`config.mk`:
```
export PLATFORM = sky130hd
export DESIGN_NAME = cfg_access_arbiter_flat
export DESIGN_NICKNAME = d
export VERILOG_FILES = /design/src/rtl/cfg_access_arbiter_if.sv /design/src/rtl/cfg_access_arbiter.sv /design/src/flat_wrapper.sv
export SDC_FILE = /design/constraint.sdc
export NUM_CORES = 1
export LEC_CHECK = 0
export CAP_MARGIN = 20
export CORE_MARGIN = 2
export CORE_UTILIZATION = 40
export DETAILED_ROUTE_END_ITERATION = 12
export PLACE_DENSITY = 0.69
export SETUP_SLACK_MARGIN = 0.3
export SYNTH_ARGS = -nofsm -noshare
export SYNTH_HDL_FRONTEND = slang
export SYNTH_SLANG_ARGS = --single-unit
```
`constraint.sdc`:
```
create_clock -name clk -period 3.21 [get_ports clk]
set_clock_uncertainty 0.15 [all_clocks]
set_input_delay 0.8025 -clock clk [delete_from_list [all_inputs] [get_ports clk]]
set_output_delay 0.8025 -clock clk [all_outputs]
set_load 0.02 [all_outputs]
```
`src/rtl/cfg_access_arbiter_if.sv`:
```
// Purpose: bundles the SPI FIFO read sides, filter read port, coefficient RAM port and status of cfg_access_arbiter.
// Latency: none, signal container only.
// Backpressure: FIFO empty flags stall the arbiter; filt_req delays coefficient writes up to the starvation limit.
interface cfg_access_arbiter_if;
    logic       addr_fifo_empty;
    logic [9:0] addr_fifo_dout;
    logic       addr_fifo_rd_en;
    logic       data_fifo_empty;
    logic [7:0] data_fifo_dout;
    logic       data_fifo_rd_en;
    logic       filt_req;
    logic       filt_sel;
    logic [6:0] filt_addr;
    logic       filt_gnt;
    logic       coef_we;
    logic       coef_sel;
    logic [6:0] coef_addr;
    logic [7:0] coef_wdata;
    logic [7:0] freq_word;
    logic       busy;
    logic [7:0] err_cnt;

    // Arbiter side
    modport master (
        input  addr_fifo_empty, addr_fifo_dout, data_fifo_empty, data_fifo_dout,
        input  filt_req, filt_sel, filt_addr,
        output addr_fifo_rd_en, data_fifo_rd_en, filt_gnt,
        output coef_we, coef_sel, coef_addr, coef_wdata,
        output freq_word, busy, err_cnt
    );

    // FIFO / filter / RAM side
    modport slave (
        output addr_fifo_empty, addr_fifo_dout, data_fifo_empty, data_fifo_dout,
        output filt_req, filt_sel, filt_addr,
        input  addr_fifo_rd_en, data_fifo_rd_en, filt_gnt,
        input  coef_we, coef_sel, coef_addr, coef_wdata,
        input  freq_word, busy, err_cnt
    );
endinterface

```
`src/rtl/cfg_access_arbiter.sv`:
```
// Purpose: pops SPI address/data pairs and writes freq_word or the shared I/Q coefficient RAM; CFG_ACCESS_ERR_CNT_EN adds a drop counter.
// Latency: address pop in cycle 0, data pop in cycle 2, coef_we / freq_word update visible in cycle 4.
// Backpressure: waits on an empty data FIFO up to DATA_TIMEOUT; yields to filter reads up to STARVE_LIMIT cycles.
module cfg_access_arbiter #(
    parameter int STARVE_LIMIT = 15,
    parameter int DATA_TIMEOUT = 255
) (
    input  logic                  clk,
    input  logic                  rst,
    cfg_access_arbiter_if.master  bus
);

    localparam logic [7:0] ST_LIM = 8'(STARVE_LIMIT);
    localparam logic [7:0] TO_LIM = 8'(DATA_TIMEOUT);

    typedef enum logic [2:0] {
        S_IDLE,
        S_LATCH_ADDR,
        S_WAIT_DATA,
        S_LATCH_DATA,
        S_ARB,
        S_WRITE
    } state_t;

    state_t     state_q;
    logic [9:0] addr_q;
    logic [7:0] data_q;
    logic [7:0] freq_q;
    logic [7:0] to_cnt_q;
    logic [7:0] wait_cnt_q;
    logic       coef_we_q;

    logic [7:0] to_cnt_d;
    logic [7:0] wait_cnt_d;
    logic       is_freq;
    logic       is_i;
    logic       is_q;
    logic       to_expired;
    logic       bad_addr;

    // Address decode and counter increments. The I window (128..198) and Q window
    // (256..326) both start on a 128-aligned base, so the index is simply addr[6:0]
    // and the bank is addr[8].
    always_comb begin
        is_freq    = (addr_q == 10'd2);
        is_i       = (addr_q[9:7] == 3'b001) && (addr_q[6:0] <= 7'd70);
        is_q       = (addr_q[9:7] == 3'b010) && (addr_q[6:0] <= 7'd70);
        to_cnt_d   = to_cnt_q + 8'd1;
        wait_cnt_d = wait_cnt_q + 8'd1;
        to_expired = (state_q == S_WAIT_DATA) && bus.data_fifo_empty && (to_cnt_d == TO_LIM);
        bad_addr   = (state_q == S_LATCH_DATA) && !(is_freq || is_i || is_q);
    end

    // Transaction sequencer: one address/data pair in flight at a time.
    always_ff @(posedge clk) begin
        if (rst) begin
            state_q    <= S_IDLE;
            addr_q     <= '0;
            data_q     <= '0;
            freq_q     <= '0;
            to_cnt_q   <= '0;
            wait_cnt_q <= '0;
            coef_we_q  <= 1'b0;
        end else begin
            case (state_q)
                S_IDLE: begin
                    if (!bus.addr_fifo_empty) state_q <= S_LATCH_ADDR;
                end
                S_LATCH_ADDR: begin
                    addr_q   <= bus.addr_fifo_dout;
                    to_cnt_q <= '0;
                    state_q  <= S_WAIT_DATA;
                end
                S_WAIT_DATA: begin
                    if (!bus.data_fifo_empty) begin
                        state_q <= S_LATCH_DATA;
                    end else begin
                        to_cnt_q <= to_cnt_d;
                        if (to_expired) state_q <= S_IDLE;
                    end
                end
                S_LATCH_DATA: begin
                    data_q <= bus.data_fifo_dout;
                    if (is_freq) begin
                        freq_q  <= bus.data_fifo_dout;
                        state_q <= S_IDLE;
                    end else if (is_i || is_q) begin
                        wait_cnt_q <= '0;
                        if (!bus.filt_req) begin
                            state_q   <= S_WRITE;
                            coef_we_q <= 1'b1;
                        end else begin
                            state_q <= S_ARB;
                        end
                    end else begin
                        state_q <= S_IDLE;
                    end
                end
                S_ARB: begin
                    if (bus.filt_req) wait_cnt_q <= wait_cnt_d;
                    if (!bus.filt_req || (wait_cnt_d == ST_LIM)) begin
                        state_q   <= S_WRITE;
                        coef_we_q <= 1'b1;
                    end
                end
                S_WRITE: begin
                    coef_we_q <= 1'b0;
                    state_q   <= S_IDLE;
                end
                default: begin
                    coef_we_q <= 1'b0;
                    state_q   <= S_IDLE;
                end
            endcase
        end
    end

`ifdef CFG_ACCESS_ERR_CNT_EN
    logic [7:0] err_cnt_q;
    logic       drop;

    assign drop = to_expired | bad_addr;

    // Saturating count of dropped transactions (timeout or unmapped address).
    always_ff @(posedge clk) begin
        if (rst) begin
            err_cnt_q <= '0;
        end else if (drop && (err_cnt_q != 8'hFF)) begin
            err_cnt_q <= err_cnt_q + 8'd1;
        end
    end

    assign bus.err_cnt = err_cnt_q;
`else
    assign bus.err_cnt = 8'd0;
`endif

    // FIFO pops are suppressed while reset is held so no entry is lost to a reset edge.
    assign bus.addr_fifo_rd_en = !rst && (state_q == S_IDLE) && !bus.addr_fifo_empty;
    assign bus.data_fifo_rd_en = !rst && (state_q == S_WAIT_DATA) && !bus.data_fifo_empty;

    // The RAM port belongs to the filter except during the single write cycle.
    assign bus.coef_we    = coef_we_q & ~rst;
    assign bus.coef_sel   = coef_we_q ? addr_q[8]   : bus.filt_sel;
    assign bus.coef_addr  = coef_we_q ? addr_q[6:0] : bus.filt_addr;
    assign bus.coef_wdata = data_q;
    assign bus.filt_gnt   = bus.filt_req & (rst | ~coef_we_q);

    assign bus.freq_word  = freq_q;
    assign bus.busy       = (state_q != S_IDLE);

endmodule

```
`src/flat_wrapper.sv`:
```
// flat-port wrapper written by rule: the top's interface ports become plain ports
module cfg_access_arbiter_flat 
#(
    parameter int STARVE_LIMIT = 15,
    parameter int DATA_TIMEOUT = 255
)
  (clk, rst, bus_addr_fifo_empty, bus_addr_fifo_dout, bus_data_fifo_empty, bus_data_fifo_dout, bus_filt_req, bus_filt_sel, bus_filt_addr, bus_addr_fifo_rd_en, bus_data_fifo_rd_en, bus_filt_gnt, bus_coef_we, bus_coef_sel, bus_coef_addr, bus_coef_wdata, bus_freq_word, bus_busy, bus_err_cnt);
  cfg_access_arbiter_if bus_i ();
  input  logic clk;
  input  logic rst;
  input wire logic [$bits(bus_i.addr_fifo_empty)-1:0] bus_addr_fifo_empty;
  input wire logic [$bits(bus_i.addr_fifo_dout)-1:0] bus_addr_fifo_dout;
  input wire logic [$bits(bus_i.data_fifo_empty)-1:0] bus_data_fifo_empty;
  input wire logic [$bits(bus_i.data_fifo_dout)-1:0] bus_data_fifo_dout;
  input wire logic [$bits(bus_i.filt_req)-1:0] bus_filt_req;
  input wire logic [$bits(bus_i.filt_sel)-1:0] bus_filt_sel;
  input wire logic [$bits(bus_i.filt_addr)-1:0] bus_filt_addr;
  output wire logic [$bits(bus_i.addr_fifo_rd_en)-1:0] bus_addr_fifo_rd_en;
  output wire logic [$bits(bus_i.data_fifo_rd_en)-1:0] bus_data_fifo_rd_en;
  output wire logic [$bits(bus_i.filt_gnt)-1:0] bus_filt_gnt;
  output wire logic [$bits(bus_i.coef_we)-1:0] bus_coef_we;
  output wire logic [$bits(bus_i.coef_sel)-1:0] bus_coef_sel;
  output wire logic [$bits(bus_i.coef_addr)-1:0] bus_coef_addr;
  output wire logic [$bits(bus_i.coef_wdata)-1:0] bus_coef_wdata;
  output wire logic [$bits(bus_i.freq_word)-1:0] bus_freq_word;
  output wire logic [$bits(bus_i.busy)-1:0] bus_busy;
  output wire logic [$bits(bus_i.err_cnt)-1:0] bus_err_cnt;
  assign bus_i.addr_fifo_empty = bus_addr_fifo_empty;
  assign bus_i.addr_fifo_dout = bus_addr_fifo_dout;
  assign bus_i.data_fifo_empty = bus_data_fifo_empty;
  assign bus_i.data_fifo_dout = bus_data_fifo_dout;
  assign bus_i.filt_req = bus_filt_req;
  assign bus_i.filt_sel = bus_filt_sel;
  assign bus_i.filt_addr = bus_filt_addr;
  assign bus_addr_fifo_rd_en = bus_i.addr_fifo_rd_en;
  assign bus_data_fifo_rd_en = bus_i.data_fifo_rd_en;
  assign bus_filt_gnt = bus_i.filt_gnt;
  assign bus_coef_we = bus_i.coef_we;
  assign bus_coef_sel = bus_i.coef_sel;
  assign bus_coef_addr = bus_i.coef_addr;
  assign bus_coef_wdata = bus_i.coef_wdata;
  assign bus_freq_word = bus_i.freq_word;
  assign bus_busy = bus_i.busy;
  assign bus_err_cnt = bus_i.err_cnt;
  cfg_access_arbiter #(.STARVE_LIMIT(STARVE_LIMIT), .DATA_TIMEOUT(DATA_TIMEOUT)) u_core (.clk(clk), .rst(rst), .bus(bus_i));
endmodule
```
After elaboration in Yosys (flattened, before gate mapping)
Cells that the tools add are included.

storage, ports and cells
  input bits = 31
  word-level logic and storage cells = 78
  register bits after elaboration = 46

cells by class
  equality and inequality tests = 17
  reduce and logical (&&, ||, !) cells = 24
  $lt $le $gt $ge = 1
  multiplexer cells = 21
  add/sub/neg operators = 2
  bitwise operators = 6

operator list
  cell                                                               count
  8-bit 2-to-1 mux                                                   4
  8-bit one-hot mux with 2 select lines                              2
  3-bit 2-to-1 mux                                                   6
  8-bit by 1-bit adder with 8-bit output (second input constant)     2
  3-bit one-hot mux with 5 select lines                              1
  2-bit != test (second input constant)                              6
  10-bit by 2-bit == test with 1-bit output (second input constant)  1
  3-bit by 2-bit == test with 1-bit output (second input constant)   3
  8-bit by 4-bit == test with 1-bit output (second input constant)   1
  8-bit == test (second input constant)                              1
  1-bit logical AND                                                  8
  7-bit less-or-equal comparator (second input constant)             1
  7-bit 2-to-1 mux                                                   1
  3-bit by 1-bit == test with 1-bit output (second input constant)   2
  1-bit 2-to-1 mux                                                   6
  5-bit AND reduction                                                1
  1-bit zero test                                                    4
  2-bit AND reduction                                                2
  4-bit AND reduction                                                1
  2-bit nonzero test                                                 2
  3-bit == test (second input constant)                              1
  3-bit zero test                                                    1
  3-bit by 2-bit != test with 1-bit output (second input constant)   1
  1-bit inverter                                                     3
  other kinds (8)                                                    10

Depth between registers and ports, before layout
Gate-level depths: netlist of the first run.

  depth in word-level cells = 6
  mapped depth = 6

Worst setup path before layout of the first run
No wires, ideal clock.

  kind = input-to-output
  from = in rst
  to = out bus_data_fifo_rd_en
  slack = 0.536 ns
  stages on the path = 3
  data arrival time = 1.721 ns
  path through = clkbuf_1 buf_1 nor3b_1

between the ends
  longest elaborated chain between the ends = 3

ends and longest elaborated chain
  element                         RTL line                   RTL
  start, declared                 flat_wrapper.sv:10         input logic rst;
  1-bit zero test                 cfg_access_arbiter.sv:140  assign bus.data_fifo_rd_en = !rst && (state_q == S_WAIT_DATA) && !bus.data_fifo_empty;
  1-bit logical AND (2 in a row)  cfg_access_arbiter.sv:140
  end, declared                   flat_wrapper.sv:19         output wire logic [$bits(bus_i.data_fifo_rd_en)-1:0] bus_data_fifo_rd_en;

Every way passes these cells.

Worst setup path in the final report of the first run
  from = in rst
  to = out bus_filt_gnt

between the ends
  longest elaborated chain between the ends = 2

ends and longest elaborated chain
  element            RTL line                   RTL
  1-bit OR           cfg_access_arbiter.sv:147  assign bus.filt_gnt = bus.filt_req & (rst | ~coef_we_q);
  1-bit bitwise AND  cfg_access_arbiter.sv:147
  end, declared      flat_wrapper.sv:20         output wire logic [$bits(bus_i.filt_gnt)-1:0] bus_filt_gnt;

Every way passes these cells.

==> impl_metrics.yaml, run 1 <==
floorplan:
  ios: 68
  row_count: 28
  dieWidth_um: 82.0
  start_util_pct: 41.3
  core_area_sq_mm: 0.00589
  die_h_um: 82.0
  dieArea_sq_mm: 0.00672
min_path:
  min_path_type: "reg2reg"
routing:
  ant_nets: 0
  drtIter0Drc: 126
  via_count: 2289
  wl_per_cell_um: 13.6
  first_pass_iters: 4
  drc: 0
  viasPerCell: 5.31
  drt_wl_total_mm: 5.87
place:
  dpl.hpwl_mm: 4.23
  place_congestion: 0.842
  place_ws_ps: -35.2
  dp_cells: 423
  port-buffer-count: 59
grt:
  grt_pass1_wl_mm: 9.34
  grt_max_degree: 47
  grt_overflow: 0
  grt_pass1_vias: 2005
  grt_usage_pct: 17.8
  antenna_found_initial: 0
synth:
  ys_seq_area_share_pct: 37.9
  syn-instance-count: 297
  synthSimpleGateAreaFrac_pct: 27.5
  syn_avg_cell_area_sq_um: 8.19
  synth_top_area_cell: "dfxtp_1"
  synth_compound_area_share_pct: 16.9
  synth_top_cell_area_share_pct: 37.9
  synth_edf_count: 0
  ys_ff_latch: 46
  synth_top_flop_cell: "dfxtp_1"
  synth.distinct_cells: 57
  synth_fa_ha_area_share_pct: 2.06
  synth_top_family_by_area: "simple AND/OR/NAND/NOR gates"
  synthXorXnorAreaFrac_pct: 1.80
  async_reset_ff_share_pct: 0
  yosys-mux-area-fraction_pct: 7.00
  ys_top_cells_by_area: "dfxtp_1, a21oi_1, nand2_1"
  syn-cell-area_sq_mm: 0.00243
  synth_warnings: 0
timing:
  fin_crit_sh_pct: 87.4
  setup_viol: 0
  worst_hold_slack_ps: 306
  tightest_slew_ps: 527
  slew_violations: 0
  finalHoldViolations: 0
  period_minus_slack_ps: 2810
  setup_tns_ps: 0
  setup_ws_ps: 405
  relSlewSlack_pct: 64.8
  rsz0062_at_grt: "yes"
  clock.fmax_mhz: 356
finish:
  finalNetCount: 390
  layout_common_cells: "nand2_1, clkdlybuf4s50_1, dfxtp_1"
  layout_commonest_cell: "nand2_1"
  layout.cells.non_filler: 431
  diodes: 0
  drive_above_1_share_pct: 9.83
  syn_to_final_growth_pct: 29.3
clock_network:
  cts_sinks: 46
  clk_pin_slew_worst_paths_ps: 80
  postCtsHoldBufs: 0
  clk_path_buf_depth: 2
  numCtsBuffers: 5
  cts_tree: "built"
  insertion_delay_ps: 300
  clockRootBuffer: "clkbuf_8"
  htree_levels: 2
pwr:
  p_leak_nw: 1.18
  power_density_mw_per_mm2: 400
  vdd_drop_max_v: 0.000194
flow_run:
  drv_cap: 0
critical_path:
  required_ps: 2260
  endpoint_kind: "output port"
  crit_type: "in2out"
  crit_fanout: 4
  worstPathArrival_ps: 1850
  start_kind: "primary input"
run_status:
  status: "finished, final reports clean"
## cells by family (layout without fill, tap and decap cells)
kind of cell | Yosys count | after routing
flops | 46 | 46
xor+xnor | 5 | 5
compound gates | 67 | 67
fa+ha+maj | 4 | 4
buf+inv | 31 | 83
mux | 16 | 16
other cells | 1 | 8
simple gates | 127 | 127
## per-stage QoR
stage                     power [W]  instance area, sq um  util, %
after floorplan            0.000806                  2460        -
after global placement     0.000915                  3070     52.2
after detailed placement   0.000918                  3070     52.2
after CTS                   0.00127                  3150     53.4
after global routing        0.00132                  3140     53.4
final                       0.00126                  3140     53.4
## critical path: stages
cell and delay [ps]:
clkdlybuf4s50_1 560, nor2b_1 80, nor2b_1 110, clkdlybuf4s15_1 300
## state kept, by name, summed over array words and instances (netlist names)
register / cells
u_core.addr_q: 10
u_core.bus.coef_wdata: 8
u_core.bus.freq_word: 8
u_core.to_cnt_q: 8
u_core.wait_cnt_q: 8
u_core.state_q: 3
u_core.coef_we_q: 1
## path summary, 6_finish.rpt
kind | start | endpoint | slack (ps) | cells past startpoint
setup / recovery | rst | bus_filt_gnt | 400 | 4
hold / removal | u_core.bus.coef_wdata[0] | u_core.bus.coef_wdata[0] | 310 | 2
setup reg to reg | u_core.state_q[0] | u_core.bus.freq_word[1] | 1150 | 5
hold reg to reg | u_core.bus.coef_wdata[0] | u_core.bus.coef_wdata[0] | 310 | 2
## synth_stat cells (2+ instances only)
master	number
nand2_1	48
dfxtp_1	46
a21oi_1	36
nor2_1	26
buf_2	8
buf_4	8
mux2_2	8
mux2i_1	8
o21ai_0	8
inv_1	7
nand3_1	6
clkbuf_1	5
nand4_1	5
nor3_1	5
or3_1	5
a31oi_1	4
ha_1	4
nand4b_1	3
nor3b_1	3
xnor2_1	3
a311oi_1	2
a41oi_1	2
and4_1	2
and4bb_2	2
buf_1	2
nand2b_1	2
nand3b_1	2
nand4bb_1	2
nor2b_1	2
nor4_1	2
nor4b_1	2
o31ai_1	2
o32a_1	2
xor2_1	2
## per-layer routing
layer | vias up | track usage (%) | wire (um)
met5 | - | 0 | 0
met4 | 0 | 5.00 | 58
met3 | 5 | 3.96 | 289
met2 | 58 | 28.4 | 2810
met1 | 1063 | 24.1 | 2720
li1 | 1163 | - | -
## where the power goes
part           internal [W]  total, W  switching, W  leakage, nW
logic              0.000129  0.000276      0.000148        0.757
registers          0.000595  0.000620     0.0000251        0.372
clock network      0.000154  0.000360      0.000206       0.0483
## timing repair
item                       CTS  global route
gates resized for setup     12             8
buffers inserted             0             0
setup endpoints to repair   12             3
## layout make-up
type                            count  area (sq um)
Clock buffer                        5          68.8
Clock inverter                      3          18.8
Fill cell                         579          2740
Inverter                            7          26.3
Multi-Input combinational cell    227          1380
Sequential cell                    46           921
Tap cell                           75          93.8
Timing Repair Buffer               68           637
No activity file was read; power rests on OpenSTA's default activity.
==> run 2, diff against run 1 <==
--- a/config.mk
+++ b/config.mk
@@ -5,6 +5,7 @@
 export SDC_FILE = /design/constraint.sdc
 export NUM_CORES = 1
 export LEC_CHECK = 0
+export ABC_AREA = 1
 export CAP_MARGIN = 20
 export CORE_MARGIN = 2
 export CORE_UTILIZATION = 40
==> impl_metrics.yaml, run 2 <==
clock_network:
  post_cts_buffers: 0
  htree_levels: 2
  clk_pin_slew_worst_paths_ps: 90
  clk_path_buf_depth: 2
  cts_tree: "built"
  cts_sinks: 46
  numCtsBuffers: 5
  postCtsHoldBufs: 0
  clockRootBuffer: "clkbuf_8"
  insertion_delay_ps: 300
timing:
  relSlewSlack_pct: 51.9
  rsz0062_at_grt: "no"
  setup_viol: 0
  tightest_slew_ps: 721
  clock.fmax_mhz: 361
  fin_crit_sh_pct: 86.2
  slew_violations: 0
  period_minus_slack_ps: 2770
  finalHoldViolations: 0
grt:
  grt_pass1_vias: 2064
  grt_max_degree: 30
  grt_pass1_wl_mm: 9.14
  grt_usage_pct: 17.6
  grt_overflow: 0
  antenna_found_initial: 0
synth:
  synth.distinct_cells: 34
  synth_top_area_cell: "dfxtp_1"
  ys_top_cells_by_area: "dfxtp_1, nand2_1, o21ai_0"
  syn-instance-count: 338
  synth_top_cell_area_share_pct: 39.1
  synth_edf_count: 0
  yosysMostFrequentCell: "nand2_1"
  ys_seq_area_share_pct: 39.1
  synth_warnings: 0
  ys_ff_latch: 46
  syn-cell-area_sq_mm: 0.00235
  synth_top_flop_cell: "dfxtp_1"
  async_reset_ff_share_pct: 0
  syn_avg_cell_area_sq_um: 6.97
  synth_commonest_cells: "nand2_1, dfxtp_1, inv_1"
finish:
  design_area_sq_mm: 0.00310
  syn_to_final_growth_pct: 31.8
  layout.cells.non_filler: 475
  finalNetCount: 437
  top_register: "u_core.addr_q"
  largest_register_ffs: 10
  diodes: 0
  layout_commonest_cell: "nand2_1"
  drive_above_1_share_pct: 8.93
  layout_common_cells: "nand2_1, clkdlybuf4s50_1, dfxtp_1"
routing:
  first_pass_iters: 4
  wl_met2_mm: 2.52
  ant_nets: 0
  wl_met3_um: 326
  wl_per_cell_um: 11.4
  drc: 0
  via_count: 2278
  wl_met1_mm: 2.53
  drtIter0Drc: 66
  viasPerCell: 4.80
  drt_wl_total_mm: 5.41
  top_layer_used: "met4"
place:
  place_congestion: 0.816
  port-buffer-count: 59
  dpl.hpwl_mm: 4.03
  dp_cells: 467
  dpl-instance-area_sq_mm: 0.00302
critical_path:
  critPathBufInv: 3
  worstPathArrival_ps: 1820
  required_ps: 2260
  rr_worst_depth: 6
  r2r_slack_ps: 1450
  crit_type: "in2out"
  crit_fanout: 3
  r2r-start: "u_core.state_q[0]"
  path_delay_family: "buffers and inverters"
  endpoint_kind: "output port"
  start_kind: "primary input"
  worstReg2RegEnd: "u_core.bus.freq_word[7]"
  critPathMaxStageDelay_ps: 440
  cp_slowest_cell: "clkdlybuf4s50_1"
  crit_chain: "clkdlybuf4s50_1 > inv_1 > nand2_1 > nor2_1 > clkdlybuf4s15_1"
pwr:
  pwr-share-seq_pct: 48.5
  p_switching_w: 0.000433
  total_power_w: 0.00135
  vdd_drop_max_v: 0.000258
  intPower_w: 0.000921
  p_leak_nw: 1.21
  power_density_mw_per_mm2: 436
  pwr-share-comb_pct: 24.0
  swShare_pct: 32.0
  clkPwrFrac_pct: 27.5
floorplan:
  die_h_um: 80.7
  dieArea_sq_mm: 0.00652
  row_count: 27
  ios: 68
  start_util_pct: 42.0
  dieWidth_um: 80.7
  core_area_sq_mm: 0.00561
flow_run:
  drv_cap: 0
min_path:
  worstHoldStart: "u_core.bus.freq_word[4]"
  min_path_type: "reg2reg"
  hold_depth: 2
  hold_path_end: "u_core.bus.freq_word[4]"
run_status:
  status: "finished, final reports clean"
-- run 2: layer usage --
| metal | up-vias | global-route usage (%) |
|---|---|---|
| met3 | 4 | 5.28 |
| met1 | 1011 | 23.1 |
| met5 | - | 0 |
| met2 | 53 | 28.5 |
| met4 | 0 | 3.73 |
| li1 | 1210 | - |
-- run 2: how the worst max path moves through the flow --
stage,start,end,slack [ps],depth (start not counted)
finish,bus_data_fifo_empty,bus_data_fifo_rd_en,440,5
global route,bus_data_fifo_empty,bus_data_fifo_rd_en,300,5
CTS,bus_data_fifo_empty,bus_data_fifo_rd_en,410,5
detailed placement,rst,bus_data_fifo_rd_en,-50,4
global placement,rst,bus_filt_gnt,-40,4
floorplan,rst,bus_filt_gnt,700,3
-- run 2: kinds of logic after synthesis --
| kind of cell | synth area share [%] |
|---|---|
| other cells | 0.159 |
| fa+ha+maj | 2.13 |
| buf+inv | 11.5 |
| flops | 39.1 |
| compound gates | 17.8 |
| xor+xnor | 1.12 |
| simple gates | 28.2 |
-- run 2: final cells by class --
class	instances	area [sq um]
clock buffers	6	82.6
clock inverters	2	12.5
fillers	573	2500
inverters	46	173
multi-input cells	236	1190
flip-flops and latches	46	921
well taps	72	90.1
repair buffers	67	636
-- run 2: metrics by stage --
| stage | hold WS (ps) | setup WS [ps] | utilization, % | TNS, ps |
|---|---|---|---|---|
| CTS | 299 | 412 | 55.3 | 0 |
| global placement | 281 | -38.6 | 53.9 | -84.9 |
| global route | 310 | 304 | 55.4 | 0 |
| floorplan | 297 | 696 | - | 0 |
| detailed placement | 286 | -46.6 | 53.9 | -106 |
| finish | 295 | 442 | 55.4 | 0 |
-- run 2: power by group through the flow --
stage / sequential (W) / clock, W / combinational, W
floorplan: 0.000670 / 0 / 0.000204
global placement: 0.000667 / 0 / 0.000331
detailed placement: 0.000668 / 0 / 0.000335
CTS: 0.000656 / 0.000383 / 0.000327
global route: 0.000664 / 0.000412 / 0.000363
finish: 0.000657 / 0.000372 / 0.000325
-- run 2: worst min-delay path: stages (launching register included) --
cell and delay, ps:
dfxtp_1 320, inv_1 40, a21oi_1 40
-- run 2: what timing repair did --
| item | 4_1_cts | 5_1_grt |
|---|---|---|
| pin swaps | 0 | 0 |
| resized for setup | 13 | 1 |
| setup endpoints to repair | 12 | 1 |
